## src/rtl/alu_pkg.sv

```systemverilog
// Shared ALU types: default datapath width, data word and flag bundle.
package alu_pkg;

    localparam int unsigned DATA_W = 8;

    typedef logic [DATA_W-1:0] data_t;

    typedef struct packed {
        logic carry;
        logic zero;
    } flags_t;

endpackage : alu_pkg

```

## src/rtl/alu_regs_conflict.sv

```systemverilog
// Conflict monitor for the ALU operand registers.
// Flags cycles where the write-back strobe collides with a bus load or a bus
// drive of A, keeps a sticky error bit and a saturating event count.
// Ports:
//   clk, rst        clock and synchronous active-high reset
//   la, lr, ea      register strobes observed for conflicts
//   err             sticky conflict flag, cleared only by rst
//   err_cnt         number of conflict cycles, saturating at all-ones
module alu_regs_conflict #(
    parameter int unsigned ERR_CNT_W = 4
) (
    input  logic                 clk,
    input  logic                 rst,
    input  logic                 la,
    input  logic                 lr,
    input  logic                 ea,
    output logic                 err,
    output logic [ERR_CNT_W-1:0] err_cnt
);

    logic conflict_c;

    // Write-back to A while A is also being loaded or is driving the bus.
    assign conflict_c = (la & lr) | (ea & lr);

    // Sticky flag plus saturating counter.
    always_ff @(posedge clk) begin
        if (rst) begin
            err     <= 1'b0;
            err_cnt <= '0;
        end else if (conflict_c) begin
            err <= 1'b1;
            if (err_cnt != {ERR_CNT_W{1'b1}}) begin
                err_cnt <= err_cnt + ERR_CNT_W'(1);
            end
        end
    end

endmodule : alu_regs_conflict

```

## src/rtl/alu_regs.sv

```systemverilog
// ALU operand registers A/B, flag register and bus driver.
// Optional conflict detection is compiled in with `define ALU_REGS_CONFLICT_EN,
// which adds the ERR_CNT_W parameter and the err/err_cnt ports.
// Ports:
//   clk, rst             clock and synchronous active-high reset
//   bus_in               bus value available for loading A or B
//   la, lb               load A / load B from bus_in
//   lr                   write ALU result into A (takes priority over la)
//   ea                   A drives the bus
//   fi                   capture ALU flags
//   alu_out, alu_carry, alu_zero   ALU result and flags
//   a, b                 registered operands
//   bus_out, bus_oe      combinational bus drive value and enable
//   carry_f, zero_f      registered flags
//   err, err_cnt         conflict flag and count (macro builds only)
module alu_regs
    import alu_pkg::*;
#(
    parameter int unsigned WIDTH     = 8
`ifdef ALU_REGS_CONFLICT_EN
   ,parameter int unsigned ERR_CNT_W = 4
`endif
) (
    input  logic                 clk,
    input  logic                 rst,
    input  logic [WIDTH-1:0]     bus_in,
    input  logic                 la,
    input  logic                 lb,
    input  logic                 lr,
    input  logic                 ea,
    input  logic                 fi,
    input  logic [WIDTH-1:0]     alu_out,
    input  logic                 alu_carry,
    input  logic                 alu_zero,
    output logic [WIDTH-1:0]     a,
    output logic [WIDTH-1:0]     b,
    output logic [WIDTH-1:0]     bus_out,
    output logic                 bus_oe,
    output logic                 carry_f,
    output logic                 zero_f
`ifdef ALU_REGS_CONFLICT_EN
   ,output logic                 err,
    output logic [ERR_CNT_W-1:0] err_cnt
`endif
);

    logic [WIDTH-1:0] a_q;
    logic [WIDTH-1:0] b_q;
    flags_t           flags_q;

    // Operand A: ALU write-back beats bus load; otherwise hold.
    always_ff @(posedge clk) begin
        if (rst) begin
            a_q <= '0;
        end else if (lr) begin
            a_q <= alu_out;
        end else if (la) begin
            a_q <= bus_in;
        end
    end

    // Operand B: bus load or hold.
    always_ff @(posedge clk) begin
        if (rst) begin
            b_q <= '0;
        end else if (lb) begin
            b_q <= bus_in;
        end
    end

    // Flag capture.
    always_ff @(posedge clk) begin
        if (rst) begin
            flags_q <= '0;
        end else if (fi) begin
            flags_q.carry <= alu_carry;
            flags_q.zero  <= alu_zero;
        end
    end

    assign a       = a_q;
    assign b       = b_q;
    assign carry_f = flags_q.carry;
    assign zero_f  = flags_q.zero;

    // Bus drive follows ea in the same cycle.
    assign bus_oe  = ea;
    assign bus_out = ea ? a_q : '0;

`ifdef ALU_REGS_CONFLICT_EN
    alu_regs_conflict #(
        .ERR_CNT_W (ERR_CNT_W)
    ) u_conflict (
        .clk     (clk),
        .rst     (rst),
        .la      (la),
        .lr      (lr),
        .ea      (ea),
        .err     (err),
        .err_cnt (err_cnt)
    );
`endif

endmodule : alu_regs

```

## config.mk

```make
export PLATFORM = sky130hd
export DESIGN_NAME = alu_regs
export DESIGN_NICKNAME = d
export VERILOG_FILES = /design/src/rtl/alu_pkg.sv /design/src/rtl/alu_regs_conflict.sv /design/src/rtl/alu_regs.sv
export SDC_FILE = /design/constraint.sdc
export NUM_CORES = 1
export LEC_CHECK = 0
export BUFFER_PORTS_ARGS = -buffer_cell sky130_fd_sc_hd__buf_2
export CORE_MARGIN = 3
export CORE_UTILIZATION = 43
export DETAILED_ROUTE_END_ITERATION = 16
export PLACE_DENSITY = 0.8
export SETUP_SLACK_MARGIN = 0.4
export SYNTH_ARGS = -nofsm -noshare
export SYNTH_HDL_FRONTEND = slang
export SYNTH_SLANG_ARGS = --single-unit
```

## constraint.sdc

```tcl
create_clock -name clk -period 1.5 [get_ports clk]
set_input_delay 0.225 -clock clk [delete_from_list [all_inputs] [get_ports clk]]
set_output_delay 0.225 -clock clk [all_outputs]
set_load 0.005 [all_outputs]
```

# Word level (Yosys, flattened, before mapping)
# Index checks and enable logic that the tools add are counted.
dict set report totals {
  register_bits 18
  inputBits 25
  out_inout_bits 27
  wordCells 8
}
dict set report classes {
  n_mux 3
  n_reduce_logical 1
}
# operator n
set ops {}
lappend ops {{8-bit two-way mux} 3}
lappend ops {{2-bit nonzero test} 1}

# Depth between registers and ports, before layout
dict set report logic_depth {
  word_depth 2
  ltp_mapped 3
  ltp_nobuf 2
}

# Worst setup path after synthesis
# Ideal clock, no wire load.
dict set report synth_timing {
  path_kind {input to register}
  startpoint {input lb}
  endpoint {register b_q[0] (netlist: b[0])}
  t_arrival_ps 662
  required_time_ps 1383
  setup_slack_ps 721
  stages 3
  n_path_buf 1
  cell_sequence {buf_2 > mux2i_1 > nor2_1}
}
# element line
set synth_rtl {}
lappend synth_rtl {{from (decl)} alu_regs.sv:28} ;# input logic lb,
lappend synth_rtl {{to (signal assigned)} alu_regs.sv:67} ;# b_q <= bus_in;
lappend synth_rtl {{to (decl)} alu_regs.sv:48} ;# logic [WIDTH-1:0] b_q;

# Worst setup path after layout
dict set report layout_timing {
  startpoint {register a_q[3] (netlist: a[3])}
  endpoint {output bus_out[3]}
}
dict set report layout_via {
  elab_chain_cells 1
}
# element line
set layout_lines {}
lappend layout_lines {{from (decl)} alu_regs.sv:47} ;# logic [WIDTH-1:0] a_q;
lappend layout_lines {{from (signal assigned)} alu_regs.sv:56} ;# a_q <= alu_out;
lappend layout_lines {{from (signal assigned)} alu_regs.sv:58} ;# a_q <= bus_in;
lappend layout_lines {{8-bit two-way mux} alu_regs.sv:88} ;# assign bus_out = ea ? a_q : '0;
lappend layout_lines {{to (decl)} alu_regs.sv:37} ;# output logic [WIDTH-1:0] bus_out,
# No other way between the ends.

==> metrics.txt <==
run status completed; total negative setup slack 0 ns; Cell Pwr Density 838.8 mW/mm2; Max clock buf depth 2; fmax 916.5 MHz; post-synth cell types 10; met1 WL 798 um; die area 0.002350 mm2; worst skew pair latency 0.28 ns; worst path required time 1.27 ns; Initial Util 48.67%; vias in the first global route 672; Syn Area/Cell 10.21 um2; endpoints failing setup 0; gp weighted congestion 0.6828; Cells after Synth 76; worst setup path startpoint a[3]; clock slew at reported path FFs 0.10 ns; dpl ws 0.5672 ns; clk_skew 0 ns; Post-synth EDFFs 0; htree depth 1; Final Max Slew Viols 0; largest net degree at the start of global routing 19; synthesis-to-layout area growth 50.81%; initial antenna violation count 0; crit-path max FO 2; FF-to-FF Start a[4]; fin nets 158; Slew headroom 78.45%; top cells by area, synth dfxtp_1, mux2i_1, a211oi_1; CTS tree yes; met3 wire len 199 um; final worst path period share 72.74%; Hold Crit Start alu_zero; post-detailed-route count of antenna-violating nets 0; Peak supply drop 588.9 uV; Leak Pwr 0.6210 nW; Non-Filler Instances 155; clock sink total 18; port bufs 51; Via-to-Cell Ratio 4.735; uppermost layer routed met4; Core Area 0.001594 mm2; TritonCTS Buffers 3; DP Area 0.001027 mm2; GRT Util Overall 16.69%; wire length per cell 13.19 um; net count after synthesis 101; Post-DP HPWL 1396 um; Post-synth top flop dfxtp_1; Die Ht 48.48 um; Root Buffer clkbuf_4; register bit total from synthesis 18; Async S/R FF share, synth 0%; layout cells sized above 1 58.02%; global-route wire length before repair 3118 um; IO Pins 52; Worst Path Class, Setup flop to output port; Hold Path Class input pin to flop; final hold vios 0; warnings from Yosys 0; Yosys top cell area share 46.45%; DRC violations left 0; minimum clock period 1.091 ns; Worst EP arrival 0.87 ns; CP Capture Type output port; total gr overflow 0; post-route design area 0.001170 mm2; Max Cap Viol 0; vias 734; synth cell count leaders dfxtp_1, mux2i_1, nor2_1; Seq/Total Area, Yosys 46.45%; antenna diode instance count 0; Die Width 48.48 um; final setup margin 0.4089 ns; Worst Setup Start Kind flop; met2 wire len 1037 um; Slew @ Worst Pin 0.3233 ns; placed insts 146; TritonRoute pass-1 iters 4; Synth area leader dfxtp_1; Iter 0 DRT Violations 7; num rows 14; RSZ-0062 raised after global routing true; Post-Syn Area 775.7 um2; Post-Route WL 2045 um
## worst paths after layout
path / endpoint / cells after the start / slack [ns]
max: bus_out[3] / 2 / 0.41
max reg2reg: a[4] / 3 / 0.58
min reg2reg: b[7] / 2 / 0.50
min: zero_f / 3 / 0.19
## power by group
part / switching [mW] / internal [mW]
clock network: 0.140 / 0.0934
registers: 0.0180 / 0.513
logic: 0.0908 / 0.126
total: 0.249 / 0.733
## cells by family (layout without fill, tap and decap cells)
| family | Yosys count | in the layout | synth area share (%) |
|---|---|---|---|
| and+or+nand+nor | 26 | 26 | 17.74 |
| muxes | 18 | 18 | 23.23 |
| DFF | 18 | 18 | 46.45 |
| AOI/OAI and AO/OA | 8 | 8 | 7.742 |
| buffers and inverters | 6 | 61 | 4.838 |
## layout make-up
class	instances	area (um2)
tap	24	30.03
multi-input combinational	52	395.4
fill	133	424.2
timing repair buffer	57	347.8
clock buffer	3	22.52
inverter	1	3.754
sequential	18	370.4
## flip-flops by register name (all words and copies together) (netlist names)
register  cells
b             8
carry_f       1
zero_f        1
a             8
## metal layers
| layer | track usage, % | up-vias |
|---|---|---|
| met2 | 28.90 | 40 |
| met3 | 7.055 | 2 |
| met1 | 18.86 | 322 |
| met5 | 0 | - |
| met4 | 4.265 | 0 |
| li1 | - | 370 |
## through the flow
| stage | power, mW | hold WS [ns] | utilization (%) |
|---|---|---|---|
| 6_report | 0.9813 | 0.1862 | 73.39 |
| 5_1_grt | 1.026 | 0.1813 | 73.39 |
| 4_1_cts | 0.9438 | 0.1806 | 66.64 |
| 3_5_place_dp | 0.7121 | 0.4760 | 64.44 |
| 3_3_place_gp | 0.7077 | 0.4594 | 64.44 |
| 2_1_floorplan | 0.6264 | 0.3722 | - |
## cells in the final DEF, fill, tap and decap left out
cell       n
nor2b_1    8
and2_4     7
buf_6      8
and2_1     1
buf_2     44
buf_4      5
a211oi_1   8
inv_2      1
dfxtp_2    8
clkbuf_4   3
nor2_1    10
dfxtp_1   10
mux2i_1   18
## critical path, cell delays in order (launching register included)
cell	delay, ns
dfxtp_2	0.33
and2_4	0.13
buf_6	0.11
## timing repair
action,4_1_cts,5_1_grt
hold buffers,0,0
resized for setup,4,19
pin swaps,0,0
buffers inserted,1,5
endpoints found under the setup margin,4,9
(Power assumes the default switching activity.)
